File: config.mk
export PLATFORM = sky130hd
export DESIGN_NAME = regfile_scoreboard
export DESIGN_NICKNAME = d
export VERILOG_FILES = /design/src/rtl/regfile_pkg.sv /design/src/rtl/regfile_scoreboard_scoreboard.sv /design/src/rtl/regfile_scoreboard.sv
export SDC_FILE = /design/constraint.sdc
export NUM_CORES = 2
export LEC_CHECK = 0
export ABC_AREA = 1
export BUFFER_PORTS_ARGS = -buffer_cell sky130_fd_sc_hd__buf_2
export CAP_MARGIN = 10
export CELL_PAD_IN_SITES_DETAIL_PLACEMENT = 1
export CELL_PAD_IN_SITES_GLOBAL_PLACEMENT = 1
export CORE_ASPECT_RATIO = 1.2
export CORE_MARGIN = 4
export CORE_UTILIZATION = 25
export DETAILED_ROUTE_END_ITERATION = 8
export GPL_TIMING_DRIVEN = 0
export PLACE_DENSITY = 0.5
export SETUP_SLACK_MARGIN = 0.3
export SYNTH_ARGS = -nofsm -noshare
export SYNTH_HDL_FRONTEND = slang
export SYNTH_SLANG_ARGS = --single-unit
export TNS_END_PERCENT = 30
File: constraint.sdc
create_clock -name clk -period 4.9 [get_ports clk]
set_clock_uncertainty 0.15 [all_clocks]
set_input_delay 0 -clock clk [delete_from_list [all_inputs] [get_ports clk]]
set_output_delay 0 -clock clk [all_outputs]
set_load 0.02 [all_outputs]
File: src/rtl/regfile_pkg.sv
`default_nettype none
// ============================================================================
// Module      : regfile_pkg
// Description : Shared widths, types and flag indices for the architectural
//               register file and its pending-write scoreboard.
// Revision    : 1.0 - initial release
// ============================================================================
package regfile_pkg;

  localparam int XLEN       = 64;
  localparam int NREGS      = 32;
  localparam int ZERO_REG   = 31;
  localparam int REG_ADDR_W = 5;

  typedef logic [REG_ADDR_W-1:0] reg_addr_t;

  // Data words are numbered MSB-first: bit 0 is the most significant bit.
  typedef logic [0:XLEN-1] xword_t;

  // NZCV condition flags; n occupies the MSB, matching index FLAG_N = 0.
  typedef struct packed {
    logic n;
    logic z;
    logic c;
    logic v;
  } nzcv_t;

  localparam int FLAG_N = 0;
  localparam int FLAG_Z = 1;
  localparam int FLAG_C = 2;
  localparam int FLAG_V = 3;

endpackage
`default_nettype wire

File: src/rtl/regfile_scoreboard_scoreboard.sv
`default_nettype none
// ============================================================================
// Module      : scoreboard
// Description : Pending-write tracking for the register file. Decode claims
//               destination registers / flags, writeback clears them, and a
//               combinational stall is raised when decode consumes an operand
//               that is still in flight.
//               Build option: REGFILE_WB_BYPASS_EN - a same-cycle clearing
//               writeback hides the pending bit so the consumer issues in the
//               writeback cycle.
// Revision    : 1.0 - initial release
// ============================================================================
module scoreboard
  import regfile_pkg::*;
#(
  parameter int NREGS    = regfile_pkg::NREGS,
  parameter int ZERO_REG = regfile_pkg::ZERO_REG
) (
  input  logic      clk,
  input  logic      rst,
  input  logic      wb_regwrite,
  input  reg_addr_t wb_write_addr,
  input  logic      wb_setflags,
  input  reg_addr_t rd_addr_a,
  input  reg_addr_t rd_addr_b,
  input  logic      rd_use_a,
  input  logic      rd_use_b,
  input  logic      rd_use_flags,
  input  logic      sb_claim,
  input  reg_addr_t sb_claim_addr,
  input  logic      sb_claim_flags,
  input  logic      sb_flush,
  output logic      stall
);

  localparam reg_addr_t C_ZERO_ADDR = reg_addr_t'(ZERO_REG);

  logic [NREGS-1:0] r_pending;
  logic             r_flags_pending;
  logic             w_claim_ok;
  logic             w_pend_a;
  logic             w_pend_b;
  logic             w_pend_flags;

  // A claim only takes effect when decode actually issues and no flush wins.
  assign w_claim_ok = sb_claim && !stall && !sb_flush;

  // Pending bits: clear on writeback, then set on claim so a younger claim
  // to the same register overrides the older writer's clear.
  always_ff @(posedge clk or negedge rst) begin
    if (!rst) begin
      r_pending       <= '0;
      r_flags_pending <= 1'b0;
    end else if (sb_flush) begin
      r_pending       <= '0;
      r_flags_pending <= 1'b0;
    end else begin
      if (wb_regwrite) begin
        r_pending[wb_write_addr] <= 1'b0;
      end
      if (w_claim_ok && (sb_claim_addr != C_ZERO_ADDR)) begin
        r_pending[sb_claim_addr] <= 1'b1;
      end
      if (wb_setflags) begin
        r_flags_pending <= 1'b0;
      end
      if (w_claim_ok && sb_claim_flags) begin
        r_flags_pending <= 1'b1;
      end
    end
  end

  // Effective pending state seen by decode this cycle; the zero register is
  // never considered in flight.
  always_comb begin
    w_pend_a     = r_pending[rd_addr_a] && (rd_addr_a != C_ZERO_ADDR);
    w_pend_b     = r_pending[rd_addr_b] && (rd_addr_b != C_ZERO_ADDR);
    w_pend_flags = r_flags_pending;
`ifdef REGFILE_WB_BYPASS_EN
    if (wb_regwrite && (wb_write_addr == rd_addr_a)) begin
      w_pend_a = 1'b0;
    end
    if (wb_regwrite && (wb_write_addr == rd_addr_b)) begin
      w_pend_b = 1'b0;
    end
    if (wb_setflags) begin
      w_pend_flags = 1'b0;
    end
`endif
  end

  // Hold decode when any consumed operand is still awaiting its writeback.
  assign stall = (rd_use_a && w_pend_a) ||
                 (rd_use_b && w_pend_b) ||
                 (rd_use_flags && w_pend_flags);

endmodule
`default_nettype wire

File: src/rtl/regfile_scoreboard.sv
`default_nettype none
// ============================================================================
// Module      : regfile_scoreboard
// Description : Architectural register file plus NZCV flags at the end of
//               the writeback path. Two combinational read ports and the
//               current flags feed decode; a pending-write scoreboard
//               produces the decode stall.
//               Build option: REGFILE_WB_BYPASS_EN - forward same-cycle
//               writeback data and flags to the read ports.
// Revision    : 1.0 - initial release
// ============================================================================
module regfile_scoreboard
  import regfile_pkg::*;
#(
  parameter int XLEN     = regfile_pkg::XLEN,
  parameter int NREGS    = regfile_pkg::NREGS,
  parameter int ZERO_REG = regfile_pkg::ZERO_REG
) (
  input  logic            clk,
  input  logic            rst,
  input  logic            wb_regwrite,
  input  reg_addr_t       wb_write_addr,
  input  logic [0:XLEN-1] wb_write_data,
  input  logic            wb_setflags,
  input  logic [0:3]      wb_flags,
  input  reg_addr_t       rd_addr_a,
  input  reg_addr_t       rd_addr_b,
  input  logic            rd_use_a,
  input  logic            rd_use_b,
  input  logic            rd_use_flags,
  output logic [0:XLEN-1] rd_data_a,
  output logic [0:XLEN-1] rd_data_b,
  output logic [0:3]      flags,
  input  logic            sb_claim,
  input  reg_addr_t       sb_claim_addr,
  input  logic            sb_claim_flags,
  input  logic            sb_flush,
  output logic            stall
);

  localparam reg_addr_t C_ZERO_ADDR = reg_addr_t'(ZERO_REG);

  logic [0:XLEN-1] r_regs [NREGS];
  nzcv_t           r_flags;

  // Commit writebacks; the zero register silently drops writes.
  always_ff @(posedge clk or negedge rst) begin
    if (!rst) begin
      for (int i = 0; i < NREGS; i++) begin
        r_regs[i] <= '0;
      end
      r_flags <= '0;
    end else begin
      if (wb_regwrite && (wb_write_addr != C_ZERO_ADDR)) begin
        r_regs[wb_write_addr] <= wb_write_data;
      end
      if (wb_setflags) begin
        r_flags <= nzcv_t'(wb_flags);
      end
    end
  end

  // Read port A: stored value, optionally forwarded, forced to zero for ZERO_REG.
  always_comb begin
    rd_data_a = r_regs[rd_addr_a];
`ifdef REGFILE_WB_BYPASS_EN
    if (wb_regwrite && (wb_write_addr == rd_addr_a)) begin
      rd_data_a = wb_write_data;
    end
`endif
    if (rd_addr_a == C_ZERO_ADDR) begin
      rd_data_a = '0;
    end
  end

  // Read port B: same selection as port A.
  always_comb begin
    rd_data_b = r_regs[rd_addr_b];
`ifdef REGFILE_WB_BYPASS_EN
    if (wb_regwrite && (wb_write_addr == rd_addr_b)) begin
      rd_data_b = wb_write_data;
    end
`endif
    if (rd_addr_b == C_ZERO_ADDR) begin
      rd_data_b = '0;
    end
  end

  // Flags output: stored NZCV, optionally forwarded from a same-cycle setflags.
  always_comb begin
    flags = r_flags;
`ifdef REGFILE_WB_BYPASS_EN
    if (wb_setflags) begin
      flags = wb_flags;
    end
`endif
  end

  scoreboard #(
    .NREGS    (NREGS),
    .ZERO_REG (ZERO_REG)
  ) u_scoreboard (
    .clk            (clk),
    .rst            (rst),
    .wb_regwrite    (wb_regwrite),
    .wb_write_addr  (wb_write_addr),
    .wb_setflags    (wb_setflags),
    .rd_addr_a      (rd_addr_a),
    .rd_addr_b      (rd_addr_b),
    .rd_use_a       (rd_use_a),
    .rd_use_b       (rd_use_b),
    .rd_use_flags   (rd_use_flags),
    .sb_claim       (sb_claim),
    .sb_claim_addr  (sb_claim_addr),
    .sb_claim_flags (sb_claim_flags),
    .sb_flush       (sb_flush),
    .stall          (stall)
  );

endmodule
`default_nettype wire

==> qor.csv <==
metric,value,unit
drive_gt1_share,9.14,%
slew_headroom,2.52,%
synth_area,0.105,mm²
synth_area_leaders,"dfrtp_1, a21oi_1, o221ai_1",
hold_violations,0,
max_clock_freq,218,MHz
power.share.sequential,43.0,%
worstPathArrival,4.44,ns
cts_buffers,264,
syn-num-nets,13100,
m1WireLength,286,mm
clkPwrFrac,37.9,%
final_common_cell,a21oi_1,
tightest_slew,1.46,ns
ys_ff_latch,2085,
leakage,0.0521,µW
rrSetupSlack,0.56,ns
vias_per_cell,5.84,
tritoncts,yes,
clockBufferDepth,4,
fp.coreArea,0.419,mm²
yosysTopAreaCell,dfrtp_1,
min_period_over_period,93.6,%
setup_viol,0,
p_int,36600,µW
wl_met3,50.9,mm
status,"complete, but fails checks",
utilization,30.2,%
wl_met2,330,mm
final_cell_mix,"a21oi_1, nand2_1, dfrtp_1",
startpoint_type,input pin,
ioPinCount,231,
fin_crit,4.59,ns
fin_ws,0.313,ns
grt_first_pass_wirelength,988,mm
clock_sinks,2085,
synth_top_area_share,49.6,%
synth.yosys.seq_area_share,49.6,%
dp_hpwl,533,mm
wire_per_inst,37.2,µm
drt_pass1_iterations,6,
place.gp.congestion,0.902,
die_area,0.432,mm²
finalSetupTns,0,ns
p_per_area,442,mW/mm²
post-cts-setup-buffers,0,
grtUsageTotal,32.5,%
initial_utilization,25.1,%
routed.top_layer,met5,
h-tree-depth,5,
violations,antenna violations,
fin_cells,19600,
p_switching,19300,µW
critPathRequiredTime,4.75,ns
reg2reg_depth,15,
antenna_found_initial,80,
maxCapViolCount,0,
die_h,719,µm
nets,13800,
hold_class,in2async,
grt_max_degree,152,
vdd_ir_drop_max,283,µV
slew_violations,0,
ys_warn_count,0,
clock_latency,1.00,ns
placed_area,0.115,mm²
grt_overflow,0,
area_delta_synth_final,20.0,%
switching_share,34.6,%
timing.rr.start,u_scoreboard.r_pending[8]$_DFF_PN0_,
synthesis.instances,13000,
drc,0,
place_ws,0.415,ns
drt_iter0_drc,12600,
portBuffers,225,
cts.clk_slew.worst_paths,0.07,ns
vias,114000,
postRouteAntennaNets,1,
ys_types,29,
synth_area_per_cell,8.13,µm²
rsz0062_at_grt,no,
wirelength,728,mm
die_w,600,µm
place_inst,18700,
root_buffer,clkbuf_16,
grt_pass1_vias,114000,
combPwrFrac,19.1,%
critPathMaxFanout,11,
num_rows,260,
design_area,0.126,mm²
path_class,in2out,
crit_path_end_kind,output port,
reg2reg_to,u_scoreboard.r_pending[23]$_DFF_PN0_,
synth_stat cells:
cell      number
nor2_1      1124
clkbuf_1     915
nand2_1     2126
nand4_1       31
inv_2          6
o21ai_1       24
dfrtp_1     2085
a31oi_1      128
o211ai_1       6
inv_1        123
or2_1          3
a211oi_1       1
nand2_2        3
buf_6          5
buf_4          9
buf_2        470
nor4_2         2
o21ai_0     1412
or2_0          2
mux2_2         4
o31ai_1        1
o221ai_1    1024
inv_4          1
buf_1         87
nor2_4         1
nand2_4        1
nor3_1        15
nand3_1      173
a21oi_1     3171
cells by family (layout without fill, tap and decap cells):
| logic type | Yosys count | after routing | synth area share [%] |
|---|---|---|---|
| AO/OA/AOI/OAI | 5767 | 5767 | 31.2 |
| buffers and inverters | 1616 | 2584 | 6.39 |
| flip-flops | 2085 | 2085 | 49.6 |
| multiplexers | 4 | 4 | 0.0428 |
| other | 0 | 131 | 0 |
| AND/OR/NAND/NOR | 3481 | 3481 | 12.8 |
worst max-delay path by stage:
stage                                              startpoint                              endpoint  slack, ns  cells after the start
after global routing      u_scoreboard.r_pending[8]$_DFF_PN0_  u_scoreboard.r_pending[13]$_DFF_PN0_       0.36                     15
after CTS                                        rd_addr_b[1]                         rd_data_b[36]       0.41                     10
after floorplan                                  rd_addr_a[2]                         rd_data_a[17]       3.20                      8
final                                            rd_addr_b[1]                         rd_data_b[48]       0.31                     10
after global placement                                    rst              r_regs[1631]$_DFFE_PN0P_     -49.38                      1
after detailed placement                         rd_addr_b[1]                         rd_data_b[36]       0.42                     10
power groups by stage:
| stage | Clock [µW] | Combinational [µW] | Sequential [µW] |
|---|---|---|---|
| 3_3_place_gp | 0 | 9950 | 24200 |
| 2_1_floorplan | 0 | 6190 | 23100 |
| 6_report | 21200 | 10700 | 24100 |
| 4_1_cts | 21300 | 10500 | 23900 |
| 3_5_place_dp | 0 | 10300 | 24200 |
| 5_1_grt | 22000 | 11600 | 24400 |
registers in the layout, indices dropped and copies added (netlist names):
register and cells:
r_regs 2048, u_scoreboard.r_pending 32, flags 4, u_scoreboard.r_flags_pending 1
per-layer routing:
layer | GRT usage [%] | vias to the layer above
li1 | - | 47900
met1 | 39.4 | 59200
met2 | 51.0 | 5443
met3 | 6.68 | 1669
met4 | 24.0 | 30
met5 | 0 | -
stage by stage:
step	total power, µW	hold WS [ns]
3_5_place_dp	34500	-0.150
5_1_grt	58000	0.223
3_3_place_gp	34100	0.0843
4_1_cts	55700	0.124
6_report	55900	0.122
2_1_floorplan	29300	-0.446
critical path, cell delays in order:
cell	delay, ns
buf_2	0.12
buf_2	0.21
nand2_2	0.37
buf_2	1.15
clkbuf_1	0.67
o221ai_1	0.20
a21oi_1	0.30
o21ai_0	0.22
a31oi_1	0.79
buf_2	0.32
timing repair:
item,in CTS,in global routing
endpoints found under the hold margin,2618,0
gates resized for setup,0,0
hold buffers,216,0
final cells by class:
class	instances	area (µm²)
antenna	131	328
multi-input combinational	9252	46400
tap	5502	6880
inverter	130	490
clock inverter	84	1060
timing repair buffer	507	4790
sequential	2085	52200
buffer	1486	6350
clock buffer	377	7840
fill	49600	292000
(Power assumes the default switching activity.)
